===== config.mk =====
export PLATFORM = sky130hd
export DESIGN_NAME = sram_bridge
export DESIGN_NICKNAME = d
export VERILOG_FILES = /design/src/rtl/sram_bridge.sv
export SDC_FILE = /design/constraint.sdc
export NUM_CORES = 1
export LEC_CHECK = 0
export ABC_AREA = 1
export CAP_MARGIN = 20
export CORE_MARGIN = 5
export CORE_UTILIZATION = 63
export DETAILED_ROUTE_END_ITERATION = 16
export DONT_BUFFER_PORTS = 1
export PLACE_DENSITY = 0.79
export RECOVER_POWER = 25
export SLEW_MARGIN = 5
export SYNTH_ARGS = -nofsm -noshare
export SYNTH_HDL_FRONTEND = slang
export SYNTH_SLANG_ARGS = --single-unit

===== constraint.sdc =====
create_clock -name clk -period 2.1 [get_ports clk]
set_clock_uncertainty 0.2 [all_clocks]
set_input_delay 0.42 -clock clk [delete_from_list [all_inputs] [get_ports clk]]
set_output_delay 0.42 -clock clk [all_outputs]
set_load 0.005 [all_outputs]

===== src/rtl/sram_bridge.sv =====
// sram_bridge: 32-bit CPU data port to 16-bit async SRAM, two halves per word.
// Define SRAM_BRIDGE_SKIP_EN to skip write halves with no enabled bytes.
module sram_bridge #(
   parameter int ADDR_W      = 20,
   parameter int WAIT_CYCLES = 1
) (
   input  logic              clk,
   input  logic              rst,
   input  logic              req,
   input  logic              req_we,
   input  logic [31:0]       req_addr,
   input  logic [31:0]       req_wdata,
   input  logic [3:0]        req_be,
   output logic              resp_valid,
   output logic [31:0]       resp_rdata,
   output logic              busy,
   output logic [ADDR_W-1:0] sram_addr,
   output logic [15:0]       sram_dq_out,
   input  logic [15:0]       sram_dq_in,
   output logic              sram_dq_oe,
   output logic              sram_ce_n,
   output logic              sram_oe_n,
   output logic              sram_we_n,
   output logic              sram_ub_n,
   output logic              sram_lb_n
);

   localparam int CW = (WAIT_CYCLES > 1) ? $clog2(WAIT_CYCLES) : 1;
   localparam logic [CW-1:0] CNT_LAST = CW'(WAIT_CYCLES - 1);

   typedef enum logic [2:0] {
      IDLE,
      LO_SETUP,
      LO_STROBE,
      HI_SETUP,
      HI_STROBE,
      DONE
   } state_t;

   state_t              state_q, state_d;
   logic [CW-1:0]       cnt_q, cnt_d;
   logic                we_q, we_d;
   logic [ADDR_W-2:0]   base_q, base_d;
   logic [31:0]         wdata_q, wdata_d;
   logic [3:0]          be_q, be_d;
   logic [31:0]         rdata_d;

   logic                rv_d, busy_d;
   logic [ADDR_W-1:0]   addr_d;
   logic [15:0]         dqo_d;
   logic                dq_oe_d;
   logic                ce_d, oe_d, wen_d, ub_d, lb_d;
   logic                hi_d;
   logic [1:0]          half_be;
   logic [15:0]         half_data;

   logic unused_addr;
   assign unused_addr = ^{req_addr[31:ADDR_W+1], req_addr[1:0]};

   // Transaction sequencing and latching of the accepted request
   always_comb begin
      state_d = state_q;
      cnt_d   = cnt_q;
      we_d    = we_q;
      base_d  = base_q;
      wdata_d = wdata_q;
      be_d    = be_q;
      rdata_d = resp_rdata;
      unique case (state_q)
         IDLE: begin
            if (req) begin
               we_d    = req_we;
               base_d  = req_addr[ADDR_W:2];
               wdata_d = req_wdata;
               be_d    = req_be;
               cnt_d   = '0;
`ifdef SRAM_BRIDGE_SKIP_EN
               if (req_we && req_be == 4'b0000)
                  state_d = DONE;
               else if (req_we && req_be[1:0] == 2'b00)
                  state_d = HI_SETUP;
               else
                  state_d = LO_SETUP;
`else
               state_d = LO_SETUP;
`endif
            end
         end
         LO_SETUP: begin
            cnt_d   = '0;
            state_d = LO_STROBE;
         end
         LO_STROBE: begin
            if (cnt_q == CNT_LAST) begin
               cnt_d = '0;
               if (!we_q)
                  rdata_d[15:0] = sram_dq_in;
`ifdef SRAM_BRIDGE_SKIP_EN
               if (we_q && be_q[3:2] == 2'b00)
                  state_d = DONE;
               else
                  state_d = HI_SETUP;
`else
               state_d = HI_SETUP;
`endif
            end else begin
               cnt_d = cnt_q + CW'(1);
            end
         end
         HI_SETUP: begin
            cnt_d   = '0;
            state_d = HI_STROBE;
         end
         HI_STROBE: begin
            if (cnt_q == CNT_LAST) begin
               cnt_d = '0;
               if (!we_q)
                  rdata_d[31:16] = sram_dq_in;
               state_d = DONE;
            end else begin
               cnt_d = cnt_q + CW'(1);
            end
         end
         DONE: begin
            state_d = IDLE;
         end
         default: begin
            state_d = IDLE;
            cnt_d   = '0;
         end
      endcase
   end

   // Outputs are decoded from the next state so every pin is a flop
   always_comb begin
      hi_d      = (state_d == HI_SETUP) || (state_d == HI_STROBE);
      half_be   = hi_d ? be_d[3:2] : be_d[1:0];
      half_data = hi_d ? wdata_d[31:16] : wdata_d[15:0];
      busy_d    = (state_d != IDLE);
      rv_d      = 1'b0;
      addr_d    = sram_addr;
      dqo_d     = sram_dq_out;
      dq_oe_d   = 1'b0;
      ce_d      = 1'b1;
      oe_d      = 1'b1;
      wen_d     = 1'b1;
      ub_d      = 1'b1;
      lb_d      = 1'b1;
      unique case (state_d)
         LO_SETUP, HI_SETUP: begin
            addr_d = {base_d, hi_d};
            ce_d   = 1'b0;
            if (we_d) begin
               dq_oe_d = 1'b1;
               dqo_d   = half_data;
            end
         end
         LO_STROBE, HI_STROBE: begin
            addr_d = {base_d, hi_d};
            ce_d   = 1'b0;
            if (we_d) begin
               wen_d   = 1'b0;
               dq_oe_d = 1'b1;
               dqo_d   = half_data;
               ub_d    = ~half_be[1];
               lb_d    = ~half_be[0];
            end else begin
               oe_d = 1'b0;
               ub_d = 1'b0;
               lb_d = 1'b0;
            end
         end
         DONE: begin
            rv_d = 1'b1;
         end
         default: begin
            rv_d = 1'b0;
         end
      endcase
   end

   always_ff @(posedge clk) begin
      if (!rst) begin
         state_q     <= IDLE;
         cnt_q       <= '0;
         we_q        <= 1'b0;
         base_q      <= '0;
         wdata_q     <= '0;
         be_q        <= '0;
         resp_valid  <= 1'b0;
         resp_rdata  <= '0;
         busy        <= 1'b0;
         sram_addr   <= '0;
         sram_dq_out <= '0;
         sram_dq_oe  <= 1'b0;
         sram_ce_n   <= 1'b1;
         sram_oe_n   <= 1'b1;
         sram_we_n   <= 1'b1;
         sram_ub_n   <= 1'b1;
         sram_lb_n   <= 1'b1;
      end else begin
         state_q     <= state_d;
         cnt_q       <= cnt_d;
         we_q        <= we_d;
         base_q      <= base_d;
         wdata_q     <= wdata_d;
         be_q        <= be_d;
         resp_valid  <= rv_d;
         resp_rdata  <= rdata_d;
         busy        <= busy_d;
         sram_addr   <= addr_d;
         sram_dq_out <= dqo_d;
         sram_dq_oe  <= dq_oe_d;
         sram_ce_n   <= ce_d;
         sram_oe_n   <= oe_d;
         sram_we_n   <= wen_d;
         sram_ub_n   <= ub_d;
         sram_lb_n   <= lb_d;
      end
   end

endmodule


==> results.yml <==
critical_path:
  worstPathRequired_ns: 2.28
  critPathLaunchType: "flop"
  crit_fanout: 14
  endpoint_kind: "flop"
  critPathArrivalTime_ns: 2.12
  criticalPathCategory: "flop to flop"
detailed_routing:
  post-route-drc-count: 0
  drt_iter0_drc: 315
  drt-pass1-iter-count: 6
  wl_met3_mm: 1.35
  highest_layer: "met4"
  routedWlPerCell_um: 15.4
  wl_mm: 14.3
  routed-via-count: 5124
  vias_per_cell: 5.49
  drtAntennaViolNets: 0
  dr_wl_met2_mm: 7.06
  met1_length_mm: 5.60
placed_design:
  place_area_sq_um: 5550
  gp_congestion: 0.777
  port_buffers: 0
  place_hpwl_mm: 8.48
synthesis:
  postSynthAreaPerCell_sq_um: 7.27
  synth_area_leader_cell: "dfxtp_1"
  synthArstFlopShare_pct: 0
  yosys_most_used_dff: "dfxtp_1"
  yosysSeqAreaShare_pct: 48.9
  synth_edf_count: 0
  synth_nets: 849
  syn_inst: 761
  syn_area_sq_um: 5530
  yosysWarnings: 0
  yosysTopAreaCellShare_pct: 48.9
  synth_common_cells: "inv_1 (138), dfxtp_1 (135), nand2_1 (128)"
  synth.area.top_cells: "dfxtp_1 (49%), inv_1 (9.4%), nand2_1 (8.7%)"
  synth.distinct_cells: 24
  ys_seq_elements: 135
  yosysMostFrequentCell: "inv_1"
worst_hold_path:
  min_path_type: "primary input to flop"
clock_tree:
  clock_latency_ns: 0.50
  postCtsSetupRepairBufs: 0
  root_buffer: "clkbuf_8"
  h-tree-depth: 4
  clk_path_buf_depth: 2
  clk_pin_slew_worst_paths_ns: 0.06
  cts_tree: "done"
  numCtsBuffers: 17
  clock_sinks: 135
job:
  max-cap-violations: 0
timing:
  fin_crit_sh_pct: 92.4
  setup_viol: 0
  final-max-slew-violation-count: 0
  slew_headroom_pct: 28.2
  fmax_mhz: 515
  rsz0062_at_grt: "false"
  hold_violations: 0
  worst_pin_slew_ns: 1.08
  period_needed_ns: 1.94
  setup-tns-final_ns: 0
grt:
  grt_pass1_vias: 4901
  grt_pass1_wl_mm: 24.0
  antenna_found_initial: 0
  grt.overflow.total: 0
  grt_use_total_pct: 26.6
  grt_max_degree: 62
cells_and_area:
  finalNetCount: 900
  final_core_util_pct: 78.8
  area_delta_synth_final_pct: 23.1
  fill_cells: 613
  fin_area_sq_um: 6810
  antenna_cells_inserted: 0
  drive_above_1_share_pct: 8.00
pwr:
  clkPwrFrac_pct: 40.0
  p_int_uw: 5070
  power_frac_comb_pct: 17.6
  p_leak_uw: 0.00317
  pwr-share-seq_pct: 42.4
  switchingPower_uw: 2170
  p_sw_share_pct: 30.0
  powerDensity_nw_per_um2: 1060
  ir_drop_v: 0.000749
die:
  rows: 34
  io_pins: 164
  fp.coreArea_sq_um: 8640
  die_h_um: 104
  die_x_um: 104
  initial_utilization_pct: 64.0
  dieArea_sq_um: 10700
status:
  run_status: "finished clean"
[cells by family after synthesis]
kind of cell / count (synthesis) / share of synthesized area, %
compound gates: 105 / 9.64
buf+inv: 186 / 13.9
flops: 135 / 48.9
simple gates: 335 / 27.6
[cells in the final DEF (no fill, tap or decap)]
cell type	count
nand2_2	2
buf_4	10
inv_1	137
nor2_1	95
dfxtp_1	135
inv_2	1
o21ai_2	2
inv_8	2
clkinv_2	1
inv_4	1
buf_6	1
bufinv_16	2
nand4_2	1
o21ai_0	57
nand2_1	128
clkbuf_16	16
inv_6	5
buf_12	3
clkinvlp_4	2
a21oi_1	28
clkbuf_8	1
dlygate4sd3_1	63
nor2_4	1
o21ai_1	18
clkinv_4	3
dlymetal6s4s_1	1
nand3_2	10
clkbuf_1	1
nor3_1	1
nand4_1	34
nand3_1	61
nand3_4	2
[power groups by stage]
stage / logic [uW] / registers [uW] / clock network (uW)
after floorplan: 929 / 3060 / 0
after global placement: 1050 / 3110 / 0
after detailed placement: 1100 / 3120 / 0
after CTS: 1240 / 3070 / 2930
after global routing: 1450 / 3100 / 3070
final: 1280 / 3070 / 2900
[routing by layer]
layer	track usage, %	vias to the layer above
li1	-	2486
met5	0	-
met1	31.8	2359
met2	43.9	241
met4	9.99	0
met3	9.27	38
[worst paths after layout]
check                         startpoint                     endpoint  slack [ns]  depth (start not counted)
max                state_q[1]$_SDFF_PN0_        wdata_q[1]$_SDFF_PN0_        0.16                          6
min                                  req         sram_we_n$_SDFF_PN1_        0.02                          3
max reg2reg        state_q[1]$_SDFF_PN0_        wdata_q[1]$_SDFF_PN0_        0.16                          6
min reg2reg  resp_rdata[25]$_SDFFE_PN0P_  resp_rdata[25]$_SDFFE_PN0P_        0.26                          2
[cell type report]
cell class	count	area, sq um	share of cell area, %
Clock buffer	18	418	6.14
Clock inverter	14	164	2.41
Inverter	140	533	7.83
Multi-Input combinational cell	440	2060	30.3
Sequential cell	135	2700	39.7
Tap cell	108	135	1.99
Timing Repair Buffer	78	790	11.6
[state kept, by name (all words and copies together), names as in the netlist]
name,count
sram_we_n,1
resp_valid,1
base_q,19
sram_ce_n,1
we_q,1
sram_dq_out,16
wdata_q,32
sram_oe_n,1
sram_lb_n,1
sram_addr,20
sram_ub_n,1
resp_rdata,32
state_q,3
sram_dq_oe,1
busy,1
be_q,4
[critical path, cell delays in order (launching register included)]
cell	delay, ns
dfxtp_1	0.34
nor2_4	0.20
buf_4	0.23
nand4_1	0.13
dlygate4sd3_1	0.60
nand2_1	0.08
nor2_1	0.04
[repair_timing]
item | CTS | global route
hold endpoints to repair | 116 | 0
hold buffers | 65 | 0
setup endpoints to repair | 0 | 19
resized for setup | 0 | 5
[metrics by stage]
stage                     power (uW)  setup WS [ns]  hold WS (ns)  instances
after global routing            7630         0.0308        0.0144        933
after floorplan                 3990          0.335         0.240        761
after detailed placement        4220          0.108         0.258        836
after global placement          4160          0.171         0.254        836
final                           7240          0.160        0.0237        933
after CTS                       7250         0.0133      0.000850        933
(Power assumes the default switching activity.)
